===== config.mk =====
export PLATFORM = sky130hd
export DESIGN_NAME = apb_rr_master
export DESIGN_NICKNAME = d
export VERILOG_FILES = /design/src/rtl/apb_rr_master.sv
export SDC_FILE = /design/constraint.sdc
export NUM_CORES = 1
export LEC_CHECK = 0
export ABC_AREA = 0
export ABC_CLOCK_PERIOD_IN_PS = 1800
export CELL_PAD_IN_SITES_DETAIL_PLACEMENT = 1
export CELL_PAD_IN_SITES_GLOBAL_PLACEMENT = 1
export CORE_ASPECT_RATIO = 0.8
export CORE_MARGIN = 3
export CORE_UTILIZATION = 25
export CTS_CLUSTER_SIZE = 40
export DETAILED_ROUTE_END_ITERATION = 8
export MAX_ROUTING_LAYER = met4
export PLACE_DENSITY = 0.76
export SLEW_MARGIN = 20
export SYNTH_ARGS = -nofsm -noshare
export SYNTH_HDL_FRONTEND = slang
export SYNTH_SLANG_ARGS = --single-unit

===== constraint.sdc =====
create_clock -name pclk -period 1.8 [get_ports pclk]
set_input_delay 0.45 -clock pclk [delete_from_list [all_inputs] [get_ports pclk]]
set_output_delay 0.45 -clock pclk [all_outputs]
set_load 0.05 [all_outputs]

===== src/rtl/apb_rr_master.sv =====
// apb_rr_master: round-robin arbitrated APB3 master.
// Shares one APB bus between NREQ local requesters, runs the IDLE/SETUP/ACCESS
// sequence and returns read data / error status to the granted requester.
// All APB outputs and response outputs are registered; req_ready is combinational.
// A watchdog aborts an ACCESS phase after TIMEOUT cycles without pready (0 = off).
//
// Ports:
//   pclk, presetn        clock, asynchronous active-low reset
//   req_valid/write      per-requester request and direction (1 = write)
//   req_addr/req_wdata   flattened per-requester address / write data
//   req_ready            one-hot acceptance pulse (only while idle)
//   rsp_valid            one-hot completion pulse
//   rsp_rdata/rsp_slverr read data (0 for writes and aborts) / error status
//   psel..pslverr        APB3 master-side bus signals
module apb_rr_master #(
    parameter int unsigned NREQ    = 2,
    parameter int unsigned AW      = 32,
    parameter int unsigned DW      = 32,
    parameter int unsigned TIMEOUT = 16
) (
    input  logic               pclk,
    input  logic               presetn,
    input  logic [NREQ-1:0]    req_valid,
    input  logic [NREQ-1:0]    req_write,
    input  logic [NREQ*AW-1:0] req_addr,
    input  logic [NREQ*DW-1:0] req_wdata,
    output logic [NREQ-1:0]    req_ready,
    output logic [NREQ-1:0]    rsp_valid,
    output logic [DW-1:0]      rsp_rdata,
    output logic               rsp_slverr,
    output logic               psel,
    output logic               penable,
    output logic               pwrite,
    output logic [AW-1:0]      paddr,
    output logic [DW-1:0]      pwdata,
    input  logic [DW-1:0]      prdata,
    input  logic               pready,
    input  logic               pslverr
);

    localparam int unsigned PW = $clog2(NREQ);
    localparam int unsigned CW = (TIMEOUT > 0) ? $clog2(TIMEOUT + 1) : 1;

    localparam logic [1:0] ST_IDLE   = 2'd0;
    localparam logic [1:0] ST_SETUP  = 2'd1;
    localparam logic [1:0] ST_ACCESS = 2'd2;

    logic [1:0]      state_q, state_d;
    logic [PW-1:0]   rr_ptr_q, rr_ptr_d;
    logic [PW-1:0]   gnt_q, gnt_d;
    logic [CW-1:0]   wait_cnt_q, wait_cnt_d;
    logic            psel_q, psel_d;
    logic            penable_q, penable_d;
    logic            pwrite_q, pwrite_d;
    logic [AW-1:0]   paddr_q, paddr_d;
    logic [DW-1:0]   pwdata_q, pwdata_d;
    logic [NREQ-1:0] rsp_valid_q, rsp_valid_d;
    logic [DW-1:0]   rsp_rdata_q, rsp_rdata_d;
    logic            rsp_slverr_q, rsp_slverr_d;

    logic            arb_hit;
    logic [PW-1:0]   arb_idx;
    logic [PW-1:0]   cand;
    logic            wd_expire;

    // First pending requester at or after rr_ptr, wrapping.
    always_comb begin
        arb_hit = 1'b0;
        arb_idx = '0;
        cand    = '0;
        for (int k = 0; k < NREQ; k++) begin
            cand = PW'((32'(rr_ptr_q) + 32'(k)) % NREQ);
            if (!arb_hit && req_valid[cand]) begin
                arb_hit = 1'b1;
                arb_idx = cand;
            end
        end
    end

    // Gated by presetn so no acceptance is signalled while reset is held.
    always_comb begin
        req_ready = '0;
        if (state_q == ST_IDLE && arb_hit && presetn) begin
            req_ready[arb_idx] = 1'b1;
        end
    end

    // Counter value is the number of completed ACCESS cycles so far.
    assign wd_expire = (TIMEOUT != 0) && ((32'(wait_cnt_q) + 32'd1) == TIMEOUT);

    always_comb begin
        state_d      = state_q;
        rr_ptr_d     = rr_ptr_q;
        gnt_d        = gnt_q;
        wait_cnt_d   = wait_cnt_q;
        psel_d       = psel_q;
        penable_d    = penable_q;
        pwrite_d     = pwrite_q;
        paddr_d      = paddr_q;
        pwdata_d     = pwdata_q;
        rsp_valid_d  = '0;
        rsp_rdata_d  = '0;
        rsp_slverr_d = 1'b0;
        case (state_q)
            ST_IDLE: begin
                if (arb_hit) begin
                    gnt_d     = arb_idx;
                    pwrite_d  = req_write[arb_idx];
                    paddr_d   = req_addr[arb_idx*AW +: AW];
                    pwdata_d  = req_wdata[arb_idx*DW +: DW];
                    psel_d    = 1'b1;
                    penable_d = 1'b0;
                    rr_ptr_d  = PW'((32'(arb_idx) + 32'd1) % NREQ);
                    state_d   = ST_SETUP;
                end
            end
            ST_SETUP: begin
                penable_d  = 1'b1;
                wait_cnt_d = '0;
                state_d    = ST_ACCESS;
            end
            ST_ACCESS: begin
                // pready takes priority over a simultaneous watchdog expiry.
                if (pready || wd_expire) begin
                    psel_d             = 1'b0;
                    penable_d          = 1'b0;
                    rsp_valid_d[gnt_q] = 1'b1;
                    rsp_rdata_d        = (pready && !pwrite_q) ? prdata : '0;
                    rsp_slverr_d       = pready ? pslverr : 1'b1;
                    wait_cnt_d         = '0;
                    state_d            = ST_IDLE;
                end else begin
                    wait_cnt_d = wait_cnt_q + 1'b1;
                end
            end
            default: begin
                psel_d    = 1'b0;
                penable_d = 1'b0;
                state_d   = ST_IDLE;
            end
        endcase
    end

    always_ff @(posedge pclk or negedge presetn) begin
        if (!presetn) begin
            state_q      <= ST_IDLE;
            rr_ptr_q     <= '0;
            gnt_q        <= '0;
            wait_cnt_q   <= '0;
            psel_q       <= 1'b0;
            penable_q    <= 1'b0;
            pwrite_q     <= 1'b0;
            paddr_q      <= '0;
            pwdata_q     <= '0;
            rsp_valid_q  <= '0;
            rsp_rdata_q  <= '0;
            rsp_slverr_q <= 1'b0;
        end else begin
            state_q      <= state_d;
            rr_ptr_q     <= rr_ptr_d;
            gnt_q        <= gnt_d;
            wait_cnt_q   <= wait_cnt_d;
            psel_q       <= psel_d;
            penable_q    <= penable_d;
            pwrite_q     <= pwrite_d;
            paddr_q      <= paddr_d;
            pwdata_q     <= pwdata_d;
            rsp_valid_q  <= rsp_valid_d;
            rsp_rdata_q  <= rsp_rdata_d;
            rsp_slverr_q <= rsp_slverr_d;
        end
    end

    assign psel       = psel_q;
    assign penable    = penable_q;
    assign pwrite     = pwrite_q;
    assign paddr      = paddr_q;
    assign pwdata     = pwdata_q;
    assign rsp_valid  = rsp_valid_q;
    assign rsp_rdata  = rsp_rdata_q;
    assign rsp_slverr = rsp_slverr_q;

endmodule

# --- Word-level counts from Yosys, hierarchy flattened ---
# Index checks and enable logic that the tools add are counted.
word_totals:
  regBits: 111
  input_bits: 168
  out_inout_bits: 104
  wordCells: 77
op_classes:
  n_addsub: 4
  n_lt_le_gt_ge: 6
  n_eq_ne: 5
  n_shift: 2
  n_mux: 33
  n_bitwise: 1
  n_reduce_logical: 14
op_table:
  columns: ["operator", "n"]
  rows:
  - ["$shiftx 64x7->32", 2]
  - ["$mux 32", 3]
  - ["$mux 1", 18]
  - ["$mux 2", 5]
  - ["$pmux 5 s2", 1]
  - ["$lt 1x2->1 const B", 4]
  - ["$add 5x1->6 const B", 1]
  - ["$eq 6x5->1 const B", 1]
  - ["$logic_and 1x1->1", 6]
  - ["$pmux 1 s3", 2]
  - ["$pmux 2 s3", 1]
  - ["$add 5x1->5 const B", 1]
  - ["$mux 5", 1]
  - ["$ne 2x2->1 const B", 2]
  - ["$reduce_and 2->1", 2]
  - ["$reduce_and 3->1", 1]
  - ["$add 1x1->1 const B", 2]
  - ["$demux 1 s1", 2]
  - ["$eq 2x1->1 const B", 1]
  - ["$eq 2x2->1 const B", 1]
  - ["$ge 1x1->1 const B", 2]
  - ["$logic_not 1->1", 2]
  - ["$logic_not 2->1", 1]
  - ["$reduce_bool 2->1", 1]
  - ["2 further kinds", 2]

# --- Logic depth before layout (Yosys ltp) ---
logic_depth:
  word_depth: 11
  ltp_mapped: 8
  ltp_nobuf: 6

# --- Worst setup path before layout ---
# No wires, ideal clock.
synth_path:
  path_type: "register to output"
  from: "reg state_q[1]"
  to: "out req_ready[1]"
  arrival_ns: 2.008
  required_ns: 1.350
  slack_ns: -0.658
  path_stages_with_launch: 8
  n_path_buf: 2
  path_cell_list: "dfrtp_1 inv_1 ha_1 nand2_1 a21oi_2 buf_2 buf_4 and2_1"
synth_between:
  elab_chain_cells: 4
synth_rtl:
  columns: ["element", "line_no", "text"]
  rows:
  - ["start, declared", "48", "logic [1:0] state_q, state_d;"]
  - ["start signal, assigned", "159", "state_q <= state_d;"]
  - ["$logic_not 2->1", "83", "if (state_q == ST_IDLE && arb_hit && presetn) begin"]
  - ["$logic_and 1x1->1 (2 in series)", "83", null]
  - ["$mux 2", "83", null]
  - ["end, declared", "27", "output logic [NREQ-1:0] req_ready,"]
# No other way between the ends.

# --- Worst setup path in the final report ---
layout_path:
  from: "reg state_q[1]"
  to: "out req_ready[0]"
# The elaborated chain is that of the path after synthesis.

==> out/metrics.csv <==
metric;value;unit
Simple-Gate Fraction of Synth Area;8.11;%
Critical Path AT;1.52;ns
antenna violations before repair;0;
failing checks;negative setup slack;
Slowest-stage cell, CP;dfrtp_2;
Vias per Instance;4.80;
worst stage delay on the critical path;0.43;ns
main combinational cell family by area after synthesis;compound AO/OA/AOI/OAI gates;
Crit path buffers/inverters;2;
root buffer selected by CTS;clkbuf_16;
initial drt markers;503;
Slew Viols, Final;0;
post-synth top area cell;dfrtp_1;
n_diodes;0;
DRC viols;0;
Hold WC Path Type;primary input to asynchronous set/reset pin;
fin crit period;1.97;ns
worst setup margin;-0.174;ns
share of the synthesized area in the top cell type;62.1;%
Worst setup EP type;output pin;
Die Span Y;125;µm
final core occ;45.3;%
Mapped Cells;365;
commonest non-fill, non-tap cells in the layout;164 x clkdlybuf4s50_1, 120 x buf_4, 109 x dfrtp_1;
PortBufs;271;
worst-skew pair later-pin latency;0.35;ns
ranking of synthesized cells by area;dfrtp_1 62%, a222oi_1 15%, inv_1 5.9%;
maximum vdd drop;0.000733;V
die area;19400;µm²
flops & latches, synth;110;
Hold Fails Final Rpt;0;
gp weighted congestion;0.847;
Design Area, Final;7690;µm²
Ys Warns;0;
Reg clk slew, reported paths;0.07;ns
post-synthesis sequential area ratio;62.1;%
Critical Path Fanout Max;4;
Critical Path RT;1.35;ns
nets@finish;820;
Overflow after GRT;0;
Top delay family on crit path;flip-flops;
layout cells sized above 1;25.1;%
multiplexer area fraction after synthesis;0.226;%
Power Internal;7.13;mW
relative max-transition margin;63.8;%
RSZ-0062 raised after global routing;true;
DRT Pass-1 Iters;7;
Mean Syn Cell Area;12.1;µm²
CP Class;flip-flop to output pin;
Core Rows;42;
Mapped Nets;537;
routed len/inst;19.1;µm
CTS buffer count;9;
filler cell count;1853;
Setup TNS Final;-0.348;ns
most common cell after layout, fill and taps aside;clkdlybuf4s50_1;
mapped cell area;4430;µm²
clock network power share;15.3;%
Top Ports;272;
Seq pwr share;28.9;%
Slew @ Worst Pin;0.544;ns
total global-route track usage;17.3;%
final setup fails;2;
routed vias;4192;
Post-CTS Hold Buffers;0;
max frequency;506;MHz
Final period util;110;%
area delta synth->final;73.7;%
Initial Util;26.1;%
dpl ws;-0.278;ns
placed cell area;7250;µm²
startpoint type of the worst setup path;flip-flop;
result of the run;finished, violations left;
core area;17000;µm²
XOR/XNOR Fraction of Synth Area;0;%
Leak;3.79;nW
WL final;16.6;mm
crit-path cells;inv_4 > ha_4 > nand2_4 > a21oi_4 > and2_4 > buf_12;
ANT nets after route;0;
CTS tree;yes;
Synth cell types;38;
Sw Share;46.9;%
Worst Skew;0.00669;ns
post-synthesis compound-gate area fraction;19.2;%
CTS H-Tree Depth;3;
global-route wire length before repair;25.7;mm
total power;13.4;mW
Logic pwr share;55.8;%
Max Cap Violations;0;
PwrDens;1750;nW/µm²
vias in the first global route;4629;
width of the die;155;µm
Net Switching;6.30;mW
Detailed Place HPWL;12.5;mm
Adder-Cell Fraction of Synth Area;1.13;%
pin count of the biggest net entering global routing;77;
CTS max path bufs;2;
Clock Sinks;110;
[cell type report]
cell class                 instances  area [µm²]  share of cell area [%]
timing repair buffer             297        2770                    36.0
sequential                       110        2750                    35.8
tap                              220         275                    3.58
inverter                          70         265                    3.45
multi-input combinational        160        1330                    17.2
clock buffer                      10         239                    3.11
clock inverter                     6        68.8                   0.894
[metrics by stage]
stage	std cells	hold WS, ns
after CTS	868	0.182
after global routing	873	0.194
after floorplan	365	0.154
after detailed placement	845	0.486
final	873	0.149
after global placement	845	0.471
[worst reg2reg max path: cells and delay by family, from the launching register on]
kind	cells	cell delay, ns
and+or+nand+nor	1	0.07
adders and majority gates	1	0.18
buffers and inverters	4	0.46
DFF	1	0.39
AOI/OAI and AO/OA	2	0.49
[Yosys cell counts]
library cell	number
dfrtp_1	110
inv_1	70
a222oi_1	65
and2_1	36
nand2_1	11
buf_2	9
clkbuf_1	9
o21ai_0	7
buf_6	4
ha_1	4
a21oi_2	3
buf_4	3
nor2_1	3
a21o_1	2
a21oi_1	2
and3_1	2
nand3_1	2
nor2b_1	2
o31ai_1	2
a211o_1	1
a211oi_1	1
a31o_2	1
a32o_2	1
a32oi_1	1
mux2i_1	1
nand2b_1	1
nand4_1	1
nor2_2	1
nor2b_2	1
nor3_1	1
nor3b_1	1
nor4_1	1
o2111ai_1	1
o21a_1	1
o21ai_2	1
o22a_1	1
o2bb2ai_1	1
o32a_1	1
[state kept, by name, summed over array words and instances, names as in the netlist]
| register | count |
|---|---|
| psel | 1 |
| gnt_q | 1 |
| pwrite | 1 |
| rr_ptr_q | 1 |
| rsp_slverr | 1 |
| wait_cnt_q | 5 |
| state_q | 2 |
| rsp_rdata | 32 |
| rsp_valid | 2 |
| paddr | 32 |
| pwdata | 32 |
[repair_timing]
action	in CTS	in global routing
pin swaps	3	5
setup buffers	7	5
endpoints found under the setup margin	2	34
cloned	0	0
resized for setup	3	12
[routing by layer]
metal  vias to the layer above  global-route usage [%]  routed length (µm)
met5                         -                       -                   0
met4                         0                    4.26                 300
met3                        19                    5.56                1390
met2                       201                    29.6                8410
met1                      2077                    19.8                6530
li1                       1895                       -                   -
[power groups by stage]
stage                     clock [mW]  sequential [mW]  combinational, mW
after floorplan                    0             6.58               1.98
after global placement             0             3.87               7.12
after detailed placement           0             3.93               7.31
after CTS                       2.13             3.89               7.44
after global routing            2.24             3.99               7.94
final                           2.05             3.88               7.50
[path summary, 6_finish.rpt]
check	start	endpoint	slack (ns)	cells after the start
worst min-delay path	presetn	paddr[9]$_DFFE_PN0P_	0.15	2
worst max register to register	state_q[1]$_DFFE_PN0P_	pwdata[19]$_DFFE_PN0P_	0.08	8
worst min register to register	gnt_q$_DFFE_PN0P_	rsp_valid[0]$_DFF_PN0_	0.50	1
max in group asynchronous	presetn	pwdata[24]$_DFFE_PN0P_	1.29	2
worst max-delay path	state_q[1]$_DFFE_PN0P_	req_ready[0]	-0.17	6
min in group pclk	gnt_q$_DFFE_PN0P_	rsp_valid[0]$_DFF_PN0_	0.50	1
[cell families (layout without fill, tap and decap cells)]
group	after synthesis	in the layout
AOI/OAI and AO/OA	92	92
adders and majority gates	4	4
buffers and inverters	95	383
DFF	110	110
muxes	1	1
and+or+nand+nor	63	63
Note: power is estimated with default switching activity, not from simulation.
